**src/rtl/sram_arbiter_pkg.sv**
```systemverilog
// Shared types for the SRAM arbiter: FSM states, grant encoding, wait counter width.
// Pure declarations, no latency or flow control of its own.
package sram_arbiter_pkg;

  localparam int CNT_W = 4;

  typedef enum logic [1:0] {
    IDLE   = 2'd0,
    ACCESS = 2'd1,
    RESP   = 2'd2
  } state_t;

  typedef enum logic {
    GNT_INST = 1'b0,
    GNT_DATA = 1'b1
  } grant_t;

endpackage

```
**src/rtl/sram_rr_arbiter.sv**
```systemverilog
// Two-way round-robin grant between fetch and data, combinational grant, 0-cycle latency.
// The last_grant register only moves when the caller takes the grant; no backpressure of its own.
module sram_rr_arbiter
  import sram_arbiter_pkg::*;
(
  input  logic clk,
  input  logic rst,
  input  logic req_inst,
  input  logic req_data,
  input  logic take,
  output logic gnt_vld,
  output logic gnt_data
);

  grant_t last_grant_q;
  grant_t last_grant_d;
  grant_t gnt_c;

  always_comb begin
    gnt_vld      = req_inst | req_data;
    gnt_c        = GNT_INST;
    last_grant_d = last_grant_q;
    if (req_inst && req_data) begin
      gnt_c = (last_grant_q == GNT_INST) ? GNT_DATA : GNT_INST;
    end else if (req_data) begin
      gnt_c = GNT_DATA;
    end
    if (take && gnt_vld) begin
      last_grant_d = gnt_c;
    end
  end

  assign gnt_data = (gnt_c == GNT_DATA);

  // Reset to INST so that data wins the first tie.
  always_ff @(posedge clk or negedge rst) begin
    if (!rst) begin
      last_grant_q <= GNT_INST;
    end else begin
      last_grant_q <= last_grant_d;
    end
  end

endmodule

```
**src/rtl/sram_arbiter.sv**
```systemverilog
// Shares one fixed-latency single-port SRAM between instruction fetch and load/store.
// Ready pulses WAIT_CYCLES+1 cycles after grant; requests are held (mem_freeze) until ready.
module sram_arbiter
  import sram_arbiter_pkg::*;
#(
  parameter int BIT_NUMBER  = 32,
  parameter int ADDR_BITS   = 18,
  parameter int WAIT_CYCLES = 4
) (
  input  logic                  clk,
  input  logic                  rst,
  input  logic                  inst_req,
  input  logic [BIT_NUMBER-1:0] inst_addr,
  output logic                  inst_ready,
  output logic [BIT_NUMBER-1:0] inst_rdata,
  input  logic                  data_r_en,
  input  logic                  data_w_en,
  input  logic [BIT_NUMBER-1:0] data_addr,
  input  logic [BIT_NUMBER-1:0] data_wdata,
  output logic                  data_ready,
  output logic [BIT_NUMBER-1:0] data_rdata,
  output logic                  mem_freeze,
  output logic [ADDR_BITS-1:0]  sram_addr,
  output logic                  sram_we_n,
  output logic                  sram_oe_n,
  output logic [BIT_NUMBER-1:0] sram_dq_out,
  output logic                  sram_dq_oe,
  input  logic [BIT_NUMBER-1:0] sram_dq_in,
  output logic                  busy
);

  state_t                  state_q, state_d;
  logic [CNT_W-1:0]        cnt_q, cnt_d;
  grant_t                  side_q, side_d;
  logic                    wr_q, wr_d;
  logic [ADDR_BITS-1:0]    sram_addr_q, sram_addr_d;
  logic [BIT_NUMBER-1:0]   dq_out_q, dq_out_d;
  logic                    we_n_q, we_n_d;
  logic                    oe_n_q, oe_n_d;
  logic                    dq_oe_q, dq_oe_d;
  logic                    inst_ready_q, inst_ready_d;
  logic                    data_ready_q, data_ready_d;
  logic [BIT_NUMBER-1:0]   inst_rdata_q, inst_rdata_d;
  logic [BIT_NUMBER-1:0]   data_rdata_q, data_rdata_d;

  logic                    data_pend;
  logic                    gnt_vld;
  logic                    gnt_data;
  logic                    arb_take;
  logic [BIT_NUMBER-1:0]   req_addr;
  logic                    addr_unused;

  assign data_pend   = data_r_en | data_w_en;
  assign req_addr    = gnt_data ? data_addr : inst_addr;
  assign addr_unused = ^req_addr;

  sram_rr_arbiter u_rr (
    .clk      (clk),
    .rst      (rst),
    .req_inst (inst_req),
    .req_data (data_pend),
    .take     (arb_take),
    .gnt_vld  (gnt_vld),
    .gnt_data (gnt_data)
  );

  always_comb begin
    state_d      = state_q;
    cnt_d        = cnt_q;
    side_d       = side_q;
    wr_d         = wr_q;
    sram_addr_d  = sram_addr_q;
    dq_out_d     = dq_out_q;
    we_n_d       = we_n_q;
    oe_n_d       = oe_n_q;
    dq_oe_d      = dq_oe_q;
    inst_ready_d = 1'b0;
    data_ready_d = 1'b0;
    inst_rdata_d = inst_rdata_q;
    data_rdata_d = data_rdata_q;
    arb_take     = 1'b0;

    case (state_q)
      IDLE: begin
        if (gnt_vld) begin
          arb_take    = 1'b1;
          side_d      = gnt_data ? GNT_DATA : GNT_INST;
          // A store beats a load when both enables are raised.
          wr_d        = gnt_data & data_w_en;
          sram_addr_d = req_addr[ADDR_BITS+1:2];
          dq_out_d    = data_wdata;
          cnt_d       = CNT_W'(WAIT_CYCLES - 1);
          we_n_d      = ~(gnt_data & data_w_en);
          oe_n_d      = gnt_data & data_w_en;
          dq_oe_d     = gnt_data & data_w_en;
          state_d     = ACCESS;
        end
      end
      ACCESS: begin
        if (cnt_q == '0) begin
          if (!wr_q) begin
            if (side_q == GNT_DATA) data_rdata_d = sram_dq_in;
            else                    inst_rdata_d = sram_dq_in;
          end
          inst_ready_d = (side_q == GNT_INST);
          data_ready_d = (side_q == GNT_DATA);
          we_n_d       = 1'b1;
          oe_n_d       = 1'b1;
          dq_oe_d      = 1'b0;
          state_d      = RESP;
        end else begin
          cnt_d = cnt_q - CNT_W'(1);
        end
      end
      RESP: begin
        state_d = IDLE;
      end
      default: begin
        state_d = IDLE;
      end
    endcase
  end

  always_ff @(posedge clk or negedge rst) begin
    if (!rst) begin
      state_q      <= IDLE;
      cnt_q        <= '0;
      side_q       <= GNT_INST;
      wr_q         <= 1'b0;
      sram_addr_q  <= '0;
      dq_out_q     <= '0;
      we_n_q       <= 1'b1;
      oe_n_q       <= 1'b1;
      dq_oe_q      <= 1'b0;
      inst_ready_q <= 1'b0;
      data_ready_q <= 1'b0;
      inst_rdata_q <= '0;
      data_rdata_q <= '0;
    end else begin
      state_q      <= state_d;
      cnt_q        <= cnt_d;
      side_q       <= side_d;
      wr_q         <= wr_d;
      sram_addr_q  <= sram_addr_d;
      dq_out_q     <= dq_out_d;
      we_n_q       <= we_n_d;
      oe_n_q       <= oe_n_d;
      dq_oe_q      <= dq_oe_d;
      inst_ready_q <= inst_ready_d;
      data_ready_q <= data_ready_d;
      inst_rdata_q <= inst_rdata_d;
      data_rdata_q <= data_rdata_d;
    end
  end

  assign inst_ready  = inst_ready_q;
  assign inst_rdata  = inst_rdata_q;
  assign data_ready  = data_ready_q;
  assign data_rdata  = data_rdata_q;
  assign sram_addr   = sram_addr_q;
  assign sram_we_n   = we_n_q;
  assign sram_oe_n   = oe_n_q;
  assign sram_dq_out = dq_out_q;
  assign sram_dq_oe  = dq_oe_q;
  assign busy        = (state_q != IDLE);
  assign mem_freeze  = data_pend & ~data_ready_q;

endmodule

```
**config.mk**
```make
export PLATFORM = sky130hd
export DESIGN_NAME = sram_arbiter
export DESIGN_NICKNAME = d
export VERILOG_FILES = /design/src/rtl/sram_arbiter_pkg.sv /design/src/rtl/sram_rr_arbiter.sv /design/src/rtl/sram_arbiter.sv
export SDC_FILE = /design/constraint.sdc
export NUM_CORES = 1
export LEC_CHECK = 0
export BUFFER_PORTS_ARGS = -buffer_cell sky130_fd_sc_hd__buf_2
export CAP_MARGIN = 20
export CORE_MARGIN = 2
export CORE_UTILIZATION = 45
export DETAILED_ROUTE_END_ITERATION = 8
export PLACE_DENSITY = 0.79
export SYNTH_ARGS = -nofsm -noshare
export SYNTH_HDL_FRONTEND = slang
export SYNTH_SLANG_ARGS = --single-unit
```
**constraint.sdc**
```tcl
create_clock -name clk -period 4 [get_ports clk]
set_clock_uncertainty 0.2 [all_clocks]
set_input_delay 0.8 -clock clk [delete_from_list [all_inputs] [get_ports clk]]
set_output_delay 0.8 -clock clk [all_outputs]
set_load 0.01 [all_outputs]
```
==> results.md <==
* Status: completed
* First-pass GRT wire length at 17000 um
* Sw frac at 0.316
* Clock Sinks at 127
* Startpoint types: flop
* Slowest cell on crit path: or3b_4
* Cells after DPL at 671
* CP top delay family: simple AND/OR/NAND/NOR gates
* Syn Nets at 450
* Fin cells at 703
* Crit path cell chain: inv_1 > ha_1 > or3b_4 > nor4_4 > buf_4 > mux2_2
* Final weighted congestion in routability-driven placement at 0.790
* Starting Density at 0.464
* Clk pin slew, worst setup/hold paths at 0.06 ns
* Die area at 0.0121 mm^2
* Via density at 4.99
* Switch Pwr at 1.89 mW
* Worst Path Buf+Inv at 2
* Max FO, Critical Path at 32
* Final ANT Viol Nets at 0
* WP data arrival at 2.67 ns
* Max-slew violations at 0
* GRT Util Overall at 0.185
* H-tree depth at 4
* FMAX at 401 MHz
* Dpl hpwl at 8080 um
* FF+latch count, synth at 127
* Via count of the first global-routing pass at 3508
* Netlist area before placement at 0.00505 mm^2
* Final hold slack at 0.126 ns
* Diode count at 0
* Seq/Total Area, Yosys at 0.629
* Detailed Route WL at 11200 um
* CP Class: reg -> reg
* DR vias at 3510
* 1st-iter DRT viols at 138
* Post-layout util at 0.635
* Worst setup EP type: flop
* Global route overflow at 0
* Yosys cell types at 36
* CTS tree: done
* Final setup violation count at 0
* Final Hold Fails at 0
* TNS Setup at 0 ns
* Fin nets at 684
* P_int at 4.09 mW
* Drt pass-1 iters at 4
* Tot Pwr at 5.98 mW
* Clock Tree Buf Depth at 2
* Final Cycle Share at 0.623
* Hold Buf Count CTS at 0
* RSZ-0062 raised after global routing: false
* Area delta synth->final at 36.7%
* FP Rows at 38
* Worst Tran Pin Value at 0.951 ns
* VDD IR-drop max at 407 uV
* Root Driver: clkbuf_8
* Seq pwr share at 0.379
* Power Density at 865 mW/mm^2
* Min Tclk post-route at 2.49 ns
* Leakage at 3.36 nW
* Die Span Y at 110 um
* Clock share of power at 0.261
* Post-Syn Instances at 316
* Combinational Power Share at 0.360
* PortBufs at 225
* Initial antenna violation count at 0
* # Post-CTS Setup Buffers at 0
* Clk Latency, worst-skew pair at 0.49 ns
* Post_cts resized at 0
* Rel. slew slack at 0.362
* Hold Crit Class: in -> async
* Core area at 0.0109 mm^2
* Slowest stage delay, CP at 0.43 ns
* Max Cap Viol at 0
* Synth warn at 0
* Drt drc at 0
* # IOs at 254
* Largest net degree at the start of global routing at 77
* Die X at 110 um
* Cts bufs inserted at 17
* DR WL/cell at 15.9 um
* WP data required at 4.18 ns
* Ratio of cells with drive above 1 in the final layout at 0.702
* Syn avg cell area at 16.0 um^2
==> cell usage after synthesis (all sizes together) <==
| cell type | number | area, um^2 |
|---|---|---|
| clkbuf | 2 | 7.51 |
| ha | 1 | 12.5 |
| nor2 | 5 | 21.3 |
| o21ai | 4 | 20.0 |
| nand4b | 1 | 8.76 |
| and3 | 1 | 6.26 |
| a21oi | 1 | 5.00 |
| o2bb2ai | 2 | 23.8 |
| nand2 | 2 | 7.51 |
| nor2b | 2 | 12.5 |
| mux2 | 132 | 1490 |
| o31a | 1 | 8.76 |
| nand2b | 1 | 6.26 |
| o31ai | 2 | 15.0 |
| nand3 | 2 | 10.0 |
| dfrtp | 125 | 3130 |
| nor4bb | 1 | 10.0 |
| or2 | 1 | 6.26 |
| o21a | 2 | 15.0 |
| o22ai | 1 | 6.26 |
| o41ai | 1 | 8.76 |
| nor3 | 2 | 10.0 |
| dfstp | 2 | 52.6 |
| inv | 4 | 15.0 |
| nor3b | 1 | 7.51 |
| buf | 12 | 91.3 |
| a31oi | 1 | 6.26 |
| or3b | 1 | 11.3 |
| nor4 | 2 | 27.5 |
| a211oi | 1 | 7.51 |
==> kinds of logic after synthesis <==
| kind of cell | after synthesis | share of synthesized area |
|---|---|---|
| compound gates | 16 | 0.0230 |
| fa+ha+maj | 1 | 0.00247 |
| buf+inv | 18 | 0.0225 |
| flops | 127 | 0.629 |
| mux | 132 | 0.294 |
| simple gates | 22 | 0.0287 |
==> state kept, by name (all words and copies together) (netlist names) <==
| register | count |
|---|---|
| sram_oe_n | 1 |
| state_q | 2 |
| side_q | 1 |
| sram_dq_oe | 1 |
| cnt_q | 4 |
| wr_q | 1 |
| data_rdata | 32 |
| sram_addr | 18 |
| inst_rdata | 32 |
| data_ready | 1 |
| sram_we_n | 1 |
| inst_ready | 1 |
| sram_dq_out | 32 |
==> routing by layer <==
metal | track usage | part of all wire | vias up
met5 | 0 | 0 | -
met2 | 0.305 | 0.47 | 169
li1 | - | - | 1616
met1 | 0.217 | 0.41 | 1714
met4 | 0.0705 | 0.011 | 0
met3 | 0.0717 | 0.11 | 11
==> through the flow <==
step	area [um^2]	worst slack [ns]
floorplan	5050	1.55
global route	6910	1.43
finish	6910	1.51
detailed placement	6310	1.27
global placement	6310	1.34
CTS	6910	1.50
==> power groups by stage <==
stage | registers (mW) | clock network [mW] | logic (mW)
final | 2.27 | 1.56 | 2.15
after floorplan | 2.54 | 0 | 1.02
after global placement | 2.24 | 0 | 2.12
after global routing | 2.35 | 1.66 | 2.36
after CTS | 2.27 | 1.60 | 2.19
after detailed placement | 2.28 | 0 | 2.18
==> placed cells by master, fill, tap and decap left out, drive strengths merged, types with 2 or more instances in the layout <==
master	netlist	layout
buf	12	229
bufinv	0	4
clkbuf	2	21
clkinv	0	5
clkinvlp	0	2
dfrtp	125	125
dfstp	2	2
inv	4	4
mux2	132	132
nand2	2	2
nand3	2	2
nor2	5	5
nor2b	2	2
nor3	2	2
nor4	2	2
o21a	2	2
o21ai	4	4
o2bb2ai	2	2
o31ai	2	2
==> path summary, 6_finish.rpt <==
path / startpoint / end / slack [ns] / depth (start not counted)
min in group clk: inst_rdata[5]$_DFFE_PN0P_ / inst_rdata[5]$_DFFE_PN0P_ / 0.28 / 1
min reg2reg: inst_rdata[5]$_DFFE_PN0P_ / inst_rdata[5]$_DFFE_PN0P_ / 0.28 / 1
max: cnt_q[0]$_DFFE_PN0P_ / inst_rdata[25]$_DFFE_PN0P_ / 1.51 / 6
max in group asynchronous: rst / sram_dq_out[6]$_DFFE_PN0P_ / 2.61 / 2
min: rst / data_rdata[4]$_DFFE_PN0P_ / 0.13 / 1
max reg2reg: cnt_q[0]$_DFFE_PN0P_ / inst_rdata[25]$_DFFE_PN0P_ / 1.51 / 6
==> final cells by class <==
type | count | area [um^2]
inverter | 4 | 15.0
clock buffer | 21 | 439
fill | 775 | 3980
sequential | 127 | 3180
timing repair buffer | 229 | 1170
multi-input combinational | 171 | 1770
tap | 140 | 175
clock inverter | 11 | 164
(Power assumes the default switching activity.)
